==> config.mk <==
export PLATFORM = sky130hd
export DESIGN_NAME = ramb_arbiter
export DESIGN_NICKNAME = d
export VERILOG_FILES = /design/src/rtl/ramb_pkg.sv /design/src/rtl/rr_arb2.sv /design/src/rtl/ramb_arbiter.sv
export SDC_FILE = /design/constraint.sdc
export NUM_CORES = 1
export LEC_CHECK = 0
export ABC_AREA = 1
export CAP_MARGIN = 10
export CORE_AREA = 2 2 56 58
export CTS_CLUSTER_SIZE = 24
export DETAILED_ROUTE_END_ITERATION = 8
export DIE_AREA = 0 0 58 60
export DONT_BUFFER_PORTS = 1
export PLACE_DENSITY_LB_ADDON = 0.12
export SLEW_MARGIN = 20
export SYNTH_ARGS = -nofsm -noshare
export SYNTH_HDL_FRONTEND = slang
export SYNTH_HIERARCHICAL = 1
export SYNTH_SLANG_ARGS = --single-unit
==> constraint.sdc <==
create_clock -name CLKIN -period 3.8 [get_ports CLKIN]
set_input_delay 0.95 -clock CLKIN [delete_from_list [all_inputs] [get_ports CLKIN]]
set_output_delay 0.95 -clock CLKIN [all_outputs]
set_load 0.05 [all_outputs]
==> src/rtl/ramb_pkg.sv <==
// Shared types and RAM geometry for the RAM block arbiter (SB_RAM40_4K, 256x16 mode).
package ramb_pkg;

  localparam int unsigned RAM_ADDR_W = 11;
  localparam int unsigned RAM_DATA_W = 16;

  typedef enum logic {
    ST_CLEAR,
    ST_SERVE
  } state_t;

  // Last-grant pointer encoding: PTR_A means A was granted last, so B wins a tie.
  localparam logic PTR_A = 1'b0;
  localparam logic PTR_B = 1'b1;

endpackage

==> src/rtl/rr_arb2.sv <==
// Two-way round-robin arbiter: grants the lone requester, or on contention the
// requester that was not granted last (ptr_i = last granted, 0 = A, 1 = B).
module rr_arb2 (
  input  logic       en_i,
  input  logic [1:0] req_i,
  input  logic       ptr_i,
  output logic [1:0] gnt_o
);

  always_comb begin
    gnt_o = '0;
    if (en_i) begin
      case (req_i)
        2'b01:   gnt_o = 2'b01;
        2'b10:   gnt_o = 2'b10;
        2'b11:   gnt_o = ptr_i ? 2'b01 : 2'b10;
        default: gnt_o = '0;
      endcase
    end
  end

endmodule

==> src/rtl/ramb_arbiter.sv <==
// Two-requester arbiter in front of one SB_RAM40_4K (mode 0, 256x16), read latency 1.
// Optional post-reset zero sweep of the RAM is enabled by defining RAMB_ARB_CLEAR_EN.
module ramb_arbiter
  import ramb_pkg::*;
#(
  parameter int unsigned ADDR_W = 8,
  parameter int unsigned DATA_W = 16
) (
  input  logic                  CLKIN,
  input  logic                  RESETN,
  input  logic                  A_REQ,
  input  logic                  A_WE,
  input  logic [ADDR_W-1:0]     A_ADDR,
  input  logic [DATA_W-1:0]     A_WDATA,
  input  logic                  B_REQ,
  input  logic                  B_WE,
  input  logic [ADDR_W-1:0]     B_ADDR,
  input  logic [DATA_W-1:0]     B_WDATA,
  output logic                  A_GNT,
  output logic                  B_GNT,
  output logic                  A_RVALID,
  output logic                  B_RVALID,
  output logic [DATA_W-1:0]     RDATA,
  output logic                  BUSY,
  output logic [RAM_ADDR_W-1:0] RAM_RADDR,
  output logic [RAM_ADDR_W-1:0] RAM_WADDR,
  output logic                  RAM_RE,
  output logic                  RAM_WE,
  output logic [RAM_DATA_W-1:0] RAM_WDATA,
  output logic [RAM_DATA_W-1:0] RAM_MASK,
  input  logic [RAM_DATA_W-1:0] RAM_RDATA
);

  state_t            state_q;
  logic              clear_we;
  logic [ADDR_W-1:0] clr_addr;

`ifdef RAMB_ARB_CLEAR_EN
  state_t            state_d;
  logic [ADDR_W-1:0] clr_cnt_q;
  logic [ADDR_W-1:0] clr_cnt_d;

  always_ff @(posedge CLKIN or negedge RESETN) begin
    if (!RESETN) begin
      state_q   <= ST_CLEAR;
      clr_cnt_q <= '0;
    end else begin
      state_q   <= state_d;
      clr_cnt_q <= clr_cnt_d;
    end
  end

  always_comb begin
    state_d   = state_q;
    clr_cnt_d = clr_cnt_q;
    if (state_q == ST_CLEAR) begin
      clr_cnt_d = clr_cnt_q + 1'b1;
      if (clr_cnt_q == '1) begin
        state_d = ST_SERVE;
      end
    end
  end

  // Reset gates the sweep write so nothing reaches the RAM while RESETN is low.
  assign clear_we = (state_q == ST_CLEAR) && RESETN;
  assign clr_addr = clr_cnt_q;
`else
  assign state_q  = ST_SERVE;
  assign clear_we = 1'b0;
  assign clr_addr = '0;
`endif

  logic              serve;
  logic [1:0]        gnt;
  logic              any_gnt;
  logic              sel_we;
  logic [ADDR_W-1:0] sel_addr;
  logic [DATA_W-1:0] sel_wdata;
  logic [ADDR_W-1:0] waddr;
  logic [DATA_W-1:0] wdata;
  logic              ptr_q;
  logic              ptr_d;
  logic              rvalid_a_q;
  logic              rvalid_b_q;

  assign BUSY  = (state_q == ST_CLEAR);
  assign serve = RESETN && (state_q == ST_SERVE);

  rr_arb2 u_arb (
    .en_i  (serve),
    .req_i ({B_REQ, A_REQ}),
    .ptr_i (ptr_q),
    .gnt_o (gnt)
  );

  always_comb begin
    any_gnt   = |gnt;
    sel_we    = gnt[1] ? B_WE    : A_WE;
    sel_addr  = gnt[1] ? B_ADDR  : A_ADDR;
    sel_wdata = gnt[1] ? B_WDATA : A_WDATA;
    ptr_d     = ptr_q;
    if (any_gnt) begin
      ptr_d = gnt[1] ? PTR_B : PTR_A;
    end
    waddr = sel_addr;
    wdata = sel_wdata;
    if (clear_we) begin
      waddr = clr_addr;
      wdata = '0;
    end
  end

  always_ff @(posedge CLKIN or negedge RESETN) begin
    if (!RESETN) begin
      ptr_q      <= PTR_A;
      rvalid_a_q <= 1'b0;
      rvalid_b_q <= 1'b0;
    end else begin
      ptr_q      <= ptr_d;
      rvalid_a_q <= gnt[0] && !A_WE;
      rvalid_b_q <= gnt[1] && !B_WE;
    end
  end

  assign A_GNT     = gnt[0];
  assign B_GNT     = gnt[1];
  assign A_RVALID  = rvalid_a_q;
  assign B_RVALID  = rvalid_b_q;
  assign RDATA     = DATA_W'(RAM_RDATA);

  assign RAM_WE    = (any_gnt && sel_we) || clear_we;
  assign RAM_RE    = any_gnt && !sel_we;
  assign RAM_WADDR = {{(RAM_ADDR_W - ADDR_W){1'b0}}, waddr};
  assign RAM_RADDR = {{(RAM_ADDR_W - ADDR_W){1'b0}}, sel_addr};
  assign RAM_WDATA = RAM_DATA_W'(wdata);
  assign RAM_MASK  = '0;

endmodule

==> results of run 1 <==
## metal layers
metal  wire length, um  GRT usage [%]
met4                19           5.65
met2              1140           20.6
met5                 0              0
met1               521           7.39
met3               285           3.03
## Yosys cell counts, drive strengths merged
cell type / number / area [um^2]
inv: 6 / 30.0
a21oi: 2 / 10.0
conb: 1 / 3.75
nor2: 4 / 15.0
buf: 52 / 409
dfrtp: 3 / 75.1
nand2: 82 / 320
## area by class of cell
cell class / count / area share, %
inverters: 6 / 4.21
well taps: 33 / 5.79
flip-flops and latches: 3 / 10.5
clock buffers: 4 / 3.68
repair buffers: 13 / 13.7
multi-input cells: 111 / 62.1
## logic make-up (layout without fill, tap and decap cells)
| group | Yosys count | in the layout |
|---|---|---|
| buffers and inverters | 58 | 23 |
| other | 1 | 23 |
| AND/OR/NAND/NOR | 86 | 86 |
| flip-flops | 3 | 3 |
| AO/OA/AOI/OAI | 2 | 2 |
## through the flow
| stage | hold slack, ps | std cells | instance area (um^2) |
|---|---|---|---|
| CTS | 406 | 170 | 713 |
| detailed placement | 549 | 166 | 687 |
| global route | 398 | 170 | 713 |
| global placement | 550 | 166 | 687 |
| finish | 408 | 170 | 713 |
| floorplan | 487 | 172 | 950 |
## report_power, final
part | internal, mW | leakage, nW | total, mW | switching, mW
Combinational | 0.0310 | 0.421 | 0.248 | 0.217
Clock | 0.0395 | 0.0150 | 0.0578 | 0.0183
Sequential | 0.0351 | 0.0386 | 0.0415 | 0.00639
Total | 0.106 | 0.474 | 0.347 | 0.242
## how the worst min path moves through the flow
stage	startpoint	endpoint	slack, ps	depth (start not counted)
final	RESETN	B_RVALID	410	0
after global routing	RESETN	A_RVALID	400	0
after CTS	RESETN	ptr_q	410	0
after detailed placement	ptr_q	ptr_q	550	2
after global placement	ptr_q	ptr_q	550	2
after floorplan	ptr_q	ptr_q	490	2
## state kept, by name, summed over array words and instances, names as in the netlist
signal / flops
B_RVALID: 1
A_RVALID: 1
ptr_q: 1
## layout by cell type, fill, tap and decap left out, drive strengths merged
| cell | count |
|---|---|
| nor2 | 4 |
| a21oi | 2 |
| nand2 | 82 |
| dfrtp | 3 |
| buf | 13 |
| conb | 23 |
| clkbuf | 4 |
| inv | 6 |
==> flow_summary.yaml, run 1 <==
sta:
  clock_skew_ps: 0.882
  rsz0062_at_grt: "false"
  period_share_pct: 80.9
  setup_viol: 0
  hold_viol: 0
  max_freq_ghz: 0.325
  setup_ws_ps: 724
  post-route-min-period_ps: 3080
  slew_viol_final: 0
  setup_tns_ps: 0
critical_path:
  worst_setup_path_start_kind: "primary input"
  ff2ff_setup_slack_ps: 2450
  cp.arrival_ps: 2130
  crit_path_max_fanout: 18
  cp_slowest_cell: "a21oi_4"
  cp-startpoint: "RESETN"
  worstSetupPathDepth: 6
  end_kind: "output pin"
  rr_endpoint: "B_RVALID"
  path_class: "primary input to output pin"
  crit_top_cell: "nand2_1"
  cpPeakStageDelay_ps: 370
  path_delay_family: "buffers and inverters"
  rr_worst_depth: 4
  timing.rr.start: "ptr_q"
  path_cells: "nand2_1 > a21oi_4 > buf_4 > nand2_1 > nand2_1 > buf_4"
  path_buf_inv: 2
  required_ps: 2850
  crit_end: "RAM_WADDR[3]"
cells_and_area:
  area_growth_pct: -17.4
  fill_cells: 334
  drive_above_1_share_pct: 16.8
  final_core_util_pct: 24.6
  multi_input_area_um2: 443
  antenna_cells: 0
  nets: 208
  seqCellArea_um2: 75.1
global_route:
  grt_pass1_wl_um: 2480
  overflow: 0
  antenna_found_initial: 0
  grt_use_total_pct: 9.72
  grt_max_degree: 28
  grt_pass1_vias: 566
logic_synthesis:
  ys_ff_latch: 3
  yosys.area_share.adder_pct: 0
  synth_xor_area_share_pct: 0
  synth_top_family_by_area: "buffers and inverters"
  ys_seq_area_share_pct: 8.70
  yosys.area_share.simple_pct: 38.8
  synth_area_um2: 863
  synth-compound-area-share_pct: 1.16
  syn_inst: 150
  postSynthAreaPerCell_um2: 5.76
  synthMuxAreaShare_pct: 0
  yosys_warnings: 6
  yosys.cell_types.count: 11
power:
  power_density_mw_per_mm2: 487
  total_power_mw: 0.347
  max-vdd-ir-drop_uv: 181
  p_leak_nw: 0.474
status:
  status: "finished, final reports clean"
placed_design:
  gp_congestion: 0.638
  dp_slack_ps: 706
  hpwl_um: 1640
  port_buffers: 0
floorplan:
  rows: 20
  initial_core_util_pct: 29.7
  core_area_mm2: 0.00290
  pin_count: 147
  dieHeight_um: 60
  die-area_mm2: 0.00348
  die_x_um: 58
flow_run:
  cap_violations: 0
route:
  avgViaCountPerCell: 4.16
  drt_pass1_iterations: 4
  vias: 708
  wl_per_cell_um: 11.6
  drc: 0
  wirelength_um: 1970
  drt_iter0_drc: 19
  antenna_left: 0
clocking:
  insertion_delay_ps: 240
  post_cts_buffers: 0
  cts_buffers: 3
  post_cts_resized: 0
  tritoncts: "yes"
  cts_buffer_depth: 2
  clk_pin_slew_ps: 40
  clock_sinks: 3
  postCtsHoldBufs: 0
  cts_max_level: 1
  clockRootBuffer: "clkbuf_4"
hold_path:
  min_path_type: "primary input to async pin"
(Power assumes the default switching activity.)
==> run 2: changes to the inputs <==
==> constraint.sdc (replaced) <==
create_clock -name CLKIN -period 2.7 [get_ports CLKIN]
set_input_delay 0.675 -clock CLKIN [delete_from_list [all_inputs] [get_ports CLKIN]]
set_output_delay 0.675 -clock CLKIN [all_outputs]
set_load 0.05 [all_outputs]
==> run 2 against run 1 <==
Compared with the run above:
- flip-flop and latch count did not move
- sequential share of layout area fell by 4.2 points
- clock skew rose by 1.5 ps
- clock power rose by 33%
- largest power group unchanged
==> flow_summary.yaml, run 2 (synthesis gave the netlist of run 1 again) <==
cells_and_area:
  fin_area_mm2: 0.00119
  final_common_cell: "nand2_1"
  area_growth_pct: 38.1
  nets: 225
  antenna_cells: 0
  final_cell_mix: "70 x nand2_1, 26 x buf_12, 23 x conb_1"
  stdcell_count: 187
  fill_cells: 313
  drive_above_1_share_pct: 32.5
clocking:
  postCtsHoldBufs: 0
  clockRootBuffer: "clkbuf_4"
  cts_max_level: 1
  post_cts_buffers: 0
  cts_buffers: 3
  clk_pin_slew_ps: 40
  insertion_delay_ps: 230
  post_cts_resized: 0
  clock_sinks: 3
  tritoncts: "yes"
  cts_buffer_depth: 2
sta:
  clock_skew_ps: 2.34
  rsz0062_at_grt: "false"
  slew_viol_final: 0
  setup_viol: 0
  hold_viol: 0
  post-route-min-period_ps: 2350
  period_share_pct: 87.0
  setup_tns_ps: 0
  setup_ws_ps: 351
  max_freq_ghz: 0.426
route:
  antenna_left: 0
  vias: 789
  drt_iter0_drc: 27
  drt_pass1_iterations: 2
  wl_per_cell_um: 11.8
  wirelength_um: 2210
  drc: 0
  avgViaCountPerCell: 4.22
floorplan:
  dieHeight_um: 60
  die-area_mm2: 0.00348
  rows: 20
  die_x_um: 58
  pin_count: 147
  core_area_mm2: 0.00290
  initial_core_util_pct: 29.7
global_route:
  grt_pass1_vias: 654
  grt_max_degree: 28
  overflow: 0
  grt_use_total_pct: 11.1
  antenna_found_initial: 0
  grt_pass1_wl_um: 2950
critical_path:
  worst_setup_path_start_kind: "primary input"
  end_kind: "output pin"
  cp.arrival_ps: 1670
  required_ps: 2030
  path_class: "primary input to output pin"
  crit_path_max_fanout: 15
placed_design:
  dp_slack_ps: 330
  gp_congestion: 0.609
  hpwl_um: 1970
  placed_area_mm2: 0.00117
  port_buffers: 0
  placedCellCount: 183
power:
  total_power_mw: 0.636
  power_density_mw_per_mm2: 533
  p_leak_nw: 0.670
  max-vdd-ir-drop_uv: 315
hold_path:
  min_path_type: "primary input to async pin"
flow_run:
  cap_violations: 0
status:
  status: "finished, final reports clean"
-- run 2: cell count changes in the layout (fill, tap and decap cells not counted), sizes merged --
cell / delta
buf: +17
-- run 2: final cells by class --
cell class	count	area, um^2	share of cell area, %
Clock buffer	4	26.3	2.20
Tap cell	33	41.3	3.46
Multi-Input combinational cell	111	469	39.3
Sequential cell	3	75.1	6.30
Inverter	6	30.0	2.52
Timing Repair Buffer	30	551	46.2
-- run 2: worst paths after layout --
kind                       startpoint           end  slack (ps)  cells past startpoint
max                            RESETN  RAM_RADDR[7]         350                      6
min                            RESETN      B_RVALID         140                      0
max reg2reg                     ptr_q         ptr_q        1560                      6
min reg2reg                     ptr_q         ptr_q         550                      2
max in group asynchronous      RESETN         ptr_q        2490                      0
min in group CLKIN               A_WE      A_RVALID         510                      1
-- run 2: per-layer routing --
metal | up-vias | wire length [um] | global-route usage (%)
met5 | - | 0 | 0
met4 | 0 | 16 | 4.32
met3 | 2 | 339 | 4.33
met2 | 74 | 1270 | 21.9
met1 | 334 | 592 | 10.0
li1 | 379 | - | -
-- run 2: power breakdown --
part	leakage, nW	total [mW]	internal, mW	switching (mW)
clock	0.0150	0.0769	0.0553	0.0216
combinational	0.616	0.501	0.166	0.334
sequential	0.0386	0.0584	0.0494	0.00897
-- run 2: critical path, stage by stage --
cell     delay, ps
nand2_1         60
a21oi_4        310
buf_4          260
nand2_1         70
nand2_1        110
buf_12         180
-- run 2: per-stage QoR --
step                      utilization, %  hold slack (ps)
after floorplan                        -              379
after global placement              40.2              379
after detailed placement            40.2              379
after CTS                           41.1              129
after global routing                41.1              121
final                               41.1              141
